**src/rtl/write_buffer_pkg.sv**
```systemverilog
// Shared constants and drain FSM encoding for the write-through store buffer.
package write_buffer_pkg;

   localparam int unsigned WB_ADDR_W     = 10;
   localparam int unsigned WB_DATA_W     = 32;
   localparam int unsigned WB_BLK_OFF_W  = 4;
   localparam int unsigned WB_WORD_OFF_W = 2;

   typedef enum logic {
      WB_IDLE  = 1'b0,
      WB_DRAIN = 1'b1
   } wb_state_e;

endpackage

```
**src/rtl/write_buffer_if.sv**
```systemverilog
// Cache-controller / refill / memory-side signals of the write buffer.
interface write_buffer_if
   import write_buffer_pkg::*;
#(
   parameter int unsigned ADDR_W = WB_ADDR_W,
   parameter int unsigned DATA_W = WB_DATA_W
);

   logic              wb_push;
   logic [ADDR_W-1:0] wb_address;
   logic [DATA_W-1:0] wb_data;
   logic              wb_full;
   logic              wb_empty;

   logic [ADDR_W-1:0] rd_address;
   logic              rd_conflict;
   logic              rd_fwd_valid;
   logic [DATA_W-1:0] rd_fwd_data;

   logic              mem_write;
   logic [ADDR_W-1:0] mem_address;
   logic [DATA_W-1:0] mem_data;
   logic              mem_ready;

   modport master (
      output wb_push, wb_address, wb_data, rd_address, mem_ready,
      input  wb_full, wb_empty, rd_conflict, rd_fwd_valid, rd_fwd_data,
             mem_write, mem_address, mem_data
   );

   modport slave (
      input  wb_push, wb_address, wb_data, rd_address, mem_ready,
      output wb_full, wb_empty, rd_conflict, rd_fwd_valid, rd_fwd_data,
             mem_write, mem_address, mem_data
   );

endinterface

```
**src/rtl/write_buffer.sv**
```systemverilog
// Circular write-through store buffer draining one entry at a time to memory.
// Define WB_FORWARD_EN to build read-miss data forwarding from buffered stores.
module write_buffer
   import write_buffer_pkg::*;
#(
   parameter int unsigned DEPTH  = 4,
   parameter int unsigned ADDR_W = WB_ADDR_W,
   parameter int unsigned DATA_W = WB_DATA_W
) (
   input  logic         clk,
   input  logic         reset,
   write_buffer_if.slave bus
);

   localparam int unsigned PTR_W = (DEPTH > 1) ? $clog2(DEPTH) : 1;
   localparam int unsigned CNT_W = PTR_W + 1;

   logic [ADDR_W-1:0] addr_mem [DEPTH];
   logic [DATA_W-1:0] data_mem [DEPTH];

   logic [PTR_W-1:0]  head;
   logic [PTR_W-1:0]  tail;
   logic [CNT_W-1:0]  count;
   wb_state_e         state;

   logic              full;
   logic              push_ok;
   logic              pop_ok;
   logic [DEPTH-1:0]  valid;
   logic              conflict;

   // Full comes from registered count only, so a same-cycle pop never frees a slot.
   assign full     = (count == CNT_W'(DEPTH));
   assign push_ok  = bus.wb_push && !full;
   assign pop_ok   = (state == WB_DRAIN) && bus.mem_ready;

   assign bus.wb_full     = full;
   assign bus.wb_empty    = (count == '0) && (state == WB_IDLE);
   assign bus.mem_write   = (state == WB_DRAIN);
   assign bus.mem_address = addr_mem[head];
   assign bus.mem_data    = data_mem[head];

   // Pointers, occupancy and drain FSM.
   always_ff @(posedge clk or posedge reset) begin
      if (reset) begin
         head  <= '0;
         tail  <= '0;
         count <= '0;
         state <= WB_IDLE;
      end else begin
         if (push_ok) begin
            tail <= tail + PTR_W'(1);
         end
         if (pop_ok) begin
            head <= head + PTR_W'(1);
         end
         case ({push_ok, pop_ok})
            2'b10:   count <= count + CNT_W'(1);
            2'b01:   count <= count - CNT_W'(1);
            default: count <= count;
         endcase
         case (state)
            WB_IDLE: begin
               if (count != '0) begin
                  state <= WB_DRAIN;
               end
            end
            WB_DRAIN: begin
               if (bus.mem_ready) begin
                  state <= WB_IDLE;
               end
            end
            default: state <= WB_IDLE;
         endcase
      end
   end

   // Entry storage; stale contents are masked by the valid vector.
   always_ff @(posedge clk) begin
      if (push_ok) begin
         addr_mem[tail] <= bus.wb_address;
         data_mem[tail] <= bus.wb_data;
      end
   end

   // An entry is live when its distance from head is below the occupancy.
   always_comb begin
      logic [PTR_W-1:0] age;
      age   = '0;
      valid = '0;
      for (int unsigned i = 0; i < DEPTH; i++) begin
         age      = PTR_W'(i) - head;
         valid[i] = (CNT_W'(age) < count);
      end
   end

   always_comb begin
      conflict = 1'b0;
      for (int unsigned i = 0; i < DEPTH; i++) begin
         if (valid[i] &&
             (addr_mem[i][ADDR_W-1:WB_BLK_OFF_W] == bus.rd_address[ADDR_W-1:WB_BLK_OFF_W])) begin
            conflict = 1'b1;
         end
      end
   end

   assign bus.rd_conflict = conflict;

`ifdef WB_FORWARD_EN
   logic              fwd_valid;
   logic [DATA_W-1:0] fwd_data;
   logic              unused_rd_bits;

   // Walk oldest to newest so the entry nearest the tail wins.
   always_comb begin
      logic [PTR_W-1:0] idx;
      idx       = '0;
      fwd_valid = 1'b0;
      fwd_data  = '0;
      for (int unsigned k = 0; k < DEPTH; k++) begin
         idx = head + PTR_W'(k);
         if ((CNT_W'(k) < count) &&
             (addr_mem[idx][ADDR_W-1:WB_WORD_OFF_W] ==
              bus.rd_address[ADDR_W-1:WB_WORD_OFF_W])) begin
            fwd_valid = 1'b1;
            fwd_data  = data_mem[idx];
         end
      end
   end

   assign bus.rd_fwd_valid = fwd_valid;
   assign bus.rd_fwd_data  = fwd_data;
   assign unused_rd_bits   = ^bus.rd_address[WB_WORD_OFF_W-1:0];
`else
   logic unused_rd_bits;

   assign bus.rd_fwd_valid = 1'b0;
   assign bus.rd_fwd_data  = '0;
   assign unused_rd_bits   = ^bus.rd_address[WB_BLK_OFF_W-1:0];
`endif

endmodule

```
**src/flat_wrapper.sv**
```systemverilog
// flat-port wrapper written by rule: the top's interface ports become plain ports
module write_buffer_flat import write_buffer_pkg::*;
#(
   parameter int unsigned DEPTH  = 4,
   parameter int unsigned ADDR_W = WB_ADDR_W,
   parameter int unsigned DATA_W = WB_DATA_W
)
  (clk, reset, bus_wb_push, bus_wb_address, bus_wb_data, bus_rd_address, bus_mem_ready, bus_wb_full, bus_wb_empty, bus_rd_conflict, bus_rd_fwd_valid, bus_rd_fwd_data, bus_mem_write, bus_mem_address, bus_mem_data);
  write_buffer_if #(.ADDR_W(ADDR_W), .DATA_W(DATA_W)) bus_i ();
  input  logic clk;
  input  logic reset;
  input wire logic [$bits(bus_i.wb_push)-1:0] bus_wb_push;
  input wire logic [$bits(bus_i.wb_address)-1:0] bus_wb_address;
  input wire logic [$bits(bus_i.wb_data)-1:0] bus_wb_data;
  input wire logic [$bits(bus_i.rd_address)-1:0] bus_rd_address;
  input wire logic [$bits(bus_i.mem_ready)-1:0] bus_mem_ready;
  output wire logic [$bits(bus_i.wb_full)-1:0] bus_wb_full;
  output wire logic [$bits(bus_i.wb_empty)-1:0] bus_wb_empty;
  output wire logic [$bits(bus_i.rd_conflict)-1:0] bus_rd_conflict;
  output wire logic [$bits(bus_i.rd_fwd_valid)-1:0] bus_rd_fwd_valid;
  output wire logic [$bits(bus_i.rd_fwd_data)-1:0] bus_rd_fwd_data;
  output wire logic [$bits(bus_i.mem_write)-1:0] bus_mem_write;
  output wire logic [$bits(bus_i.mem_address)-1:0] bus_mem_address;
  output wire logic [$bits(bus_i.mem_data)-1:0] bus_mem_data;
  assign bus_i.wb_push = bus_wb_push;
  assign bus_i.wb_address = bus_wb_address;
  assign bus_i.wb_data = bus_wb_data;
  assign bus_i.rd_address = bus_rd_address;
  assign bus_i.mem_ready = bus_mem_ready;
  assign bus_wb_full = bus_i.wb_full;
  assign bus_wb_empty = bus_i.wb_empty;
  assign bus_rd_conflict = bus_i.rd_conflict;
  assign bus_rd_fwd_valid = bus_i.rd_fwd_valid;
  assign bus_rd_fwd_data = bus_i.rd_fwd_data;
  assign bus_mem_write = bus_i.mem_write;
  assign bus_mem_address = bus_i.mem_address;
  assign bus_mem_data = bus_i.mem_data;
  write_buffer #(.DEPTH(DEPTH), .ADDR_W(ADDR_W), .DATA_W(DATA_W)) u_core (.clk(clk), .reset(reset), .bus(bus_i));
endmodule
```
**config.mk**
```make
export PLATFORM = sky130hd
export DESIGN_NAME = write_buffer_flat
export DESIGN_NICKNAME = d
export VERILOG_FILES = /design/src/rtl/write_buffer_pkg.sv /design/src/rtl/write_buffer_if.sv /design/src/rtl/write_buffer.sv /design/src/flat_wrapper.sv
export SDC_FILE = /design/constraint.sdc
export NUM_CORES = 1
export LEC_CHECK = 0
export BUFFER_PORTS_ARGS = -buffer_cell sky130_fd_sc_hd__buf_2
export CORE_MARGIN = 1
export CORE_UTILIZATION = 55
export DETAILED_ROUTE_END_ITERATION = 16
export PLACE_DENSITY_LB_ADDON = 0.12
export SLEW_MARGIN = 20
export SYNTH_ARGS = -nofsm -noshare
export SYNTH_HDL_FRONTEND = slang
export SYNTH_SLANG_ARGS = --single-unit
export TNS_END_PERCENT = 30
```
**constraint.sdc**
```tcl
create_clock -name clk -period 2.6 [get_ports clk]
set_input_delay 0.78 -clock clk [delete_from_list [all_inputs] [get_ports clk]]
set_output_delay 0.78 -clock clk [all_outputs]
set_load 0.02 [all_outputs]
```
==> results of run 1 <==
-- worst max-delay path, cell delays in order (launching register included) --
cell       delay (ns)
dfrtp_4          0.54
xor2_4           0.21
ha_2             0.19
a2111oi_4        0.29
nand3_1          0.12
nand4_1          0.13
buf_4            0.15
-- what timing repair did --
item | CTS | global route
gates cloned | 1 | 1
endpoints found under the setup margin | 43 | 43
pin swaps | 4 | 2
buffers inserted | 0 | 1
resized for setup | 21 | 15
-- through the flow --
stage | std cells | TNS [ns] | cell area [um2]
2_1_floorplan | 378 | 0 | 7290
3_3_place_gp | 616 | -0.0558 | 7810
3_5_place_dp | 616 | -0.0728 | 7810
4_1_cts | 649 | -4.76 | 8530
5_1_grt | 651 | -7.65 | 8630
6_report | 651 | -4.99 | 8630
-- worst max-delay path by stage --
| stage | from | endpoint | slack [ns] | cells after the start |
|---|---|---|---|---|
| after floorplan | u_core.head[1] | bus_rd_conflict | 0.03 | 8 |
| after global placement | bus_rd_address[7] | bus_rd_conflict | -0.06 | 6 |
| after detailed placement | bus_rd_address[7] | bus_rd_conflict | -0.07 | 6 |
| after CTS | u_core.head[0] | bus_rd_conflict | -0.20 | 7 |
| after global routing | u_core.head[0] | bus_rd_conflict | -0.33 | 6 |
| final | u_core.head[0] | bus_rd_conflict | -0.23 | 6 |
-- sequential cells by signal, summed over array words and instances (netlist names) --
signal,cells
u_core.count,3
u_core.head,2
u_core.tail,2
u_core.data_mem,128
u_core.addr_mem,40
u_core.bus.mem_write,1
-- cell families (layout without fill, tap and decap cells) --
kind of cell	Yosys count	in the layout	synth area share, %
and+or+nand+nor	22	22	1.71
adders and majority gates	10	10	1.85
DFF	176	176	73.2
other	1	33	0.0523
muxes	44	44	13.5
AOI/OAI and AO/OA	7	7	0.820
xor gates and xnor gates	31	31	3.79
buffers and inverters	55	156	5.13
-- area by class of cell --
class	instances	area (um2)
clock buffer	20	437
fill	856	4040
clock inverter	12	166
inverter	11	41.3
timing repair buffer	113	746
tap	172	215
multi-input combinational	147	1780
sequential	176	5250
-- power breakdown --
group | switching, W | internal [W] | total [W]
Combinational | 0.00206 | 0.00163 | 0.00369
Sequential | 0.000216 | 0.00376 | 0.00398
Clock | 0.000976 | 0.00160 | 0.00257
Total | 0.00325 | 0.00699 | 0.0102
-- layer usage --
layer  vias to the layer above  global-route usage (%)  wire length (um)
li1                       1542                       -                 -
met4                         0                    5.90               150
met1                      1732                    24.2              5090
met3                        12                    6.90               738
met5                         -                       0                 0
met2                       121                    32.1              6310
-- placed cells by master (no fill, tap or decap), drive strengths merged --
| cell | netlist | final |
|---|---|---|
| edfxtp | 168 | 168 |
| buf | 43 | 111 |
| mux4 | 42 | 42 |
| conb | 1 | 33 |
| xor2 | 27 | 27 |
| clkbuf | 1 | 21 |
| inv | 11 | 11 |
| ha | 9 | 9 |
| dfrtp | 8 | 8 |
| clkinv | 0 | 6 |
| nand3 | 5 | 5 |
| and2 | 5 | 5 |
| a2111oi | 5 | 5 |
| xnor2 | 4 | 4 |
| bufinv | 0 | 4 |
| nor2 | 3 | 3 |
| nor3 | 3 | 3 |
| nand2 | 2 | 2 |
| clkinvlp | 0 | 2 |
| a21oi | 2 | 2 |
| nor2b | 1 | 1 |
| mux2i | 1 | 1 |
| nor4 | 1 | 1 |
| nand2b | 1 | 1 |
| nand4 | 1 | 1 |
| mux2 | 1 | 1 |
| fa | 1 | 1 |
| bufbuf | 0 | 1 |
==> results.yml, run 1 <==
global_route:
  grt_first_pass_wirelength_mm: 18.1
  grt_max_degree: 34
  grt_usage_pct: 19.4
  antenna_found_initial: 0
  overflow: 0
  first_global_vias: 3400
cells_and_area:
  final_util_pct: 68.1
  area_growth_pct: 20.4
  final_layout_size_suffix_gt1_share_pct: 42.2
  finalNetCount: 532
  antenna_cells: 0
status:
  violations: "setup timing"
  status: "finished with violations"
drt:
  drtIter0Drc: 174
  vias: 3407
  wl_per_cell_um: 18.9
  drt_wl_total_mm: 12.3
  ant_nets: 0
  viasPerCell: 5.23
  route.detailed.drc: 0
  drtPass1Iterations: 4
worst_setup_path:
  r2r_start: "u_core.count[2]"
  r2r_setup_slack_ns: 0.46
  worstPathMaxFanout: 4
  cp-start-kind: "flop"
  worst_ep_required_time_ns: 1.82
  r2r-end: "u_core.count[2]"
  crit_type: "reg2out"
  ff2ff_path_depth: 10
  arrival_ns: 2.05
  cp-end-kind: "primary output"
timing:
  timing.hold.ws_ns: 0.304
  fin_skew_ns: 0.00544
  hold_viol_final: 0
  rsz0062_at_grt: "true"
  maxSlewViolCount: 0
  fin_crit_sh_pct: 109
  worst_slack_ns: -0.227
  fmax_ghz: 0.354
  period_needed_ns: 2.83
  setup_viol: 33
synthesis:
  netlist_area_um2: 7170
  ys_warn_count: 0
  avgSynthCellArea_um2: 20.7
  yosysTopAreaCellShare_pct: 70.4
  synth_top_cell_by_area: "edfxtp_1"
  synth_seq_cells: 176
  synth_cell_type_count: 29
  synthFlopType: "edfxtp_1"
  ys_top_cells_by_area: "edfxtp_1, mux4_2, buf_4"
  synth_edf_count: 168
  yosysMostFrequentCell: "edfxtp_1"
  synthCells: 346
  async_flop_share_pct: 4.55
  ys_seq_area_share_pct: 73.2
  ys_top_cells_by_count: "edfxtp_1, mux4_2, buf_4, xor2_1, inv_1"
floorplan:
  ios: 135
  dieArea_um2: 13500
  std_cell_rows: 41
  die_h_um: 116
  initial_utilization_pct: 56.6
  fp.coreArea_um2: 12700
  chipWidth_um: 116
cts:
  cts-root-buf: "clkbuf_16"
  clkTransAtPathRegs_ns: 0.06
  numCtsBuffers: 17
  htree_num_levels: 4
  clk_latency_ns: 0.42
  cts_buffer_depth: 2
  cts_sinks: 176
  post_cts_hold_buffer_count: 0
  cts_tree: "yes"
placement:
  place_hpwl_mm: 7.35
  io_buffers: 97
  place_congestion: 0.786
  place_ws_ns: -0.0728
power_and_ir_drop:
  p_leak_nw: 3.13
  p_per_area_nw_per_um2: 1190
  power_w: 0.0102
  peakVddDrop_v: 0.000632
job:
  drv_cap: 0
hold_path:
  min_path_type: "in2async"
Note: power is estimated with default switching activity, not from simulation.
==> run 2, diff against run 1 <==
--- a/config.mk
+++ b/config.mk
@@ -5,6 +5,7 @@
 export SDC_FILE = /design/constraint.sdc
 export NUM_CORES = 1
 export LEC_CHECK = 0
+export ABC_AREA = 1
 export BUFFER_PORTS_ARGS = -buffer_cell sky130_fd_sc_hd__buf_2
 export CORE_MARGIN = 1
 export CORE_UTILIZATION = 55
==> run 2 against run 1 <==
The run still ends with setup timing left. Clock power is essentially flat. Synthesized cell count up 62%. Largest power group is now combinational logic. First-iteration DRC count up 110%. Critical path type unchanged. Area after synthesis up 3.8%. Non-clock buffer count rose by 9.
==> results.yml, run 2 <==
drt:
  drtIter0Drc: 364
  vias: 4766
  drt_wl_total_mm: 16.4
  viasPerCell: 5.48
  ant_nets: 0
  drtPass1Iterations: 5
  route.detailed.drc: 0
  wl_per_cell_um: 18.8
synthesis:
  ys_seq_area_share_pct: 70.5
  async_flop_share_pct: 4.55
  synth_seq_cells: 176
  synth_top_cell_by_area: "edfxtp_1"
  ys_top_cells_by_area: "edfxtp_1, nand3_1, buf_4"
  synth_edf_count: 168
  synthCells: 560
  synth_cell_type_count: 28
  netlist_area_um2: 7440
  avgSynthCellArea_um2: 13.3
  ys_warn_count: 0
  ys_top_cells_by_count: "edfxtp_1, nand3_1, nand2_1, buf_4, a22oi_1"
  yosysMostFrequentCell: "edfxtp_1"
  yosysTopAreaCellShare_pct: 67.8
  synthFlopType: "edfxtp_1"
power_and_ir_drop:
  p_leak_nw: 3.55
  comb_power_share_pct: 43.1
  p_per_area_nw_per_um2: 1270
  seqPwrFrac_pct: 34.4
  clkPwrFrac_pct: 22.4
  p_sw_share_pct: 37.3
  peakVddDrop_v: 0.000763
  power_switching_w: 0.00431
  intPower_w: 0.00723
  power_w: 0.0115
timing:
  rsz0062_at_grt: "true"
  setup_tns_ns: -1.91
  fin_skew_ns: 0.0113
  period_needed_ns: 2.85
  worst_slack_ns: -0.252
  maxSlewViolCount: 0
  fin_crit_sh_pct: 110
  hold_viol_final: 0
  fmax_ghz: 0.351
  setup_viol: 38
worst_setup_path:
  cp_cell_sequence: "buf_12 -> buf_12 -> buf_12 -> ha_1 -> a21oi_1 -> nor2_1 -> nor2_1 -> nor2_1 -> nand2_1 -> buf_6"
  cpPeakStageDelay_ns: 0.47
  arrival_ns: 2.07
  critical_path.slowest_cell: "dfrtp_2"
  cp-end-kind: "primary output"
  worstPathMaxFanout: 18
  worst_ep_required_time_ns: 1.82
  critPathTopFamily: "buffers and inverters"
  path_buf_inv: 4
  cp-start-kind: "flop"
  crit_type: "reg2out"
cells_and_area:
  finalNetCount: 744
  n_fill_cell: 942
  regMostFlops: "u_core.data_mem"
  area_growth_pct: 22.3
  reg_top3: "u_core.data_mem: 128 flops, u_core.addr_mem: 40 flops, u_core.count: 3 flops"
  layout_commonest_cell: "edfxtp_1"
  layout_common_cells: "edfxtp_1, nand3_1, buf_2"
  final_layout_size_suffix_gt1_share_pct: 26.3
  largest_reg_flops: 128
  stdcell_area_um2: 9100
status:
  violations: "setup timing"
  status: "finished with violations"
cts:
  htree_num_levels: 4
  cts-root-buf: "clkbuf_16"
  cts_sinks: 176
  clk_latency_ns: 0.42
  numCtsBuffers: 17
  cts_tree: "yes"
  clkTransAtPathRegs_ns: 0.06
  post_cts_hold_buffer_count: 0
  cts_buffer_depth: 2
global_route:
  grt_usage_pct: 23.5
  grt_max_degree: 61
  grt_first_pass_wirelength_mm: 24.2
  antenna_found_initial: 2
  overflow: 0
  first_global_vias: 4667
placement:
  place_area_um2: 8020
  place_hpwl_mm: 8.66
  io_buffers: 97
  place_congestion: 0.839
floorplan:
  std_cell_rows: 42
  dieArea_um2: 14000
  initial_utilization_pct: 56.2
  fp.coreArea_um2: 13200
  ios: 135
  chipWidth_um: 118
  die_h_um: 118
job:
  drv_cap: 0
hold_path:
  min_path_type: "in2async"
## run 2: cells by family (layout without fill, tap and decap cells)
group	count (synthesis)	in the layout	share of synthesized area (%)
AOI/OAI and AO/OA	57	57	5.65
xor gates and xnor gates	14	14	1.65
adders and majority gates	10	10	1.78
buffers and inverters	98	193	7.68
DFF	176	176	70.5
other	1	35	0.0504
and+or+nand+nor	204	208	12.7
## run 2: layout make-up
type / count / area [um2] / area share (%)
sequential: 176 / 5250 / 57.7
clock inverter: 14 / 171 / 1.88
timing repair buffer: 122 / 988 / 10.9
multi-input combinational: 322 / 1890 / 20.7
antenna: 2 / 5.00 / 0.0550
tap: 176 / 220 / 2.42
inverter: 39 / 151 / 1.66
clock buffer: 18 / 429 / 4.72
## run 2: metrics by stage
stage	setup slack (ns)	utilization (%)	cells	hold slack, ns
floorplan	-0.472	-	592	0.475
CTS	-0.168	67.2	859	0.302
global placement	0.166	60.6	820	0.500
detailed placement	0.131	60.6	820	0.510
finish	-0.252	68.7	869	0.307
global route	-0.320	68.7	868	0.327
## run 2: layer usage
layer  GRT usage, %  wire length (um)
met2           38.6              8310
met3           5.45              1150
met5              0                 0
met4           12.5               325
met1           29.1              6570
## run 2: power by group through the flow
| stage | sequential (W) | combinational [W] | clock [W] |
|---|---|---|---|
| after CTS | 0.00397 | 0.00462 | 0.00260 |
| final | 0.00397 | 0.00497 | 0.00259 |
| after floorplan | 0.00397 | 0.00275 | 0 |
| after global placement | 0.00401 | 0.00385 | 0 |
| after detailed placement | 0.00403 | 0.00391 | 0 |
| after global routing | 0.00401 | 0.00531 | 0.00272 |
## run 2: worst paths after layout
path	startpoint	endpoint	slack [ns]	depth (start not counted)
max reg2reg	u_core.count[0]	u_core.count[2]	0.33	9
max	u_core.head[1]	bus_rd_conflict	-0.25	10
min in group clk	u_core.count[1]	u_core.count[1]	0.52	2
min reg2reg	u_core.count[1]	u_core.count[1]	0.52	2
min	reset	u_core.tail[1]	0.31	2
max in group asynchronous	reset	u_core.head[1]	2.01	2
## run 2: what timing repair did
action / CTS / global route
endpoints found under the hold margin: 0 / 0
pin swaps: 16 / 6
endpoints found under the setup margin: 43 / 43
buffers inserted: 4 / 6
resized for setup: 58 / 23
cloned: 3 / 3
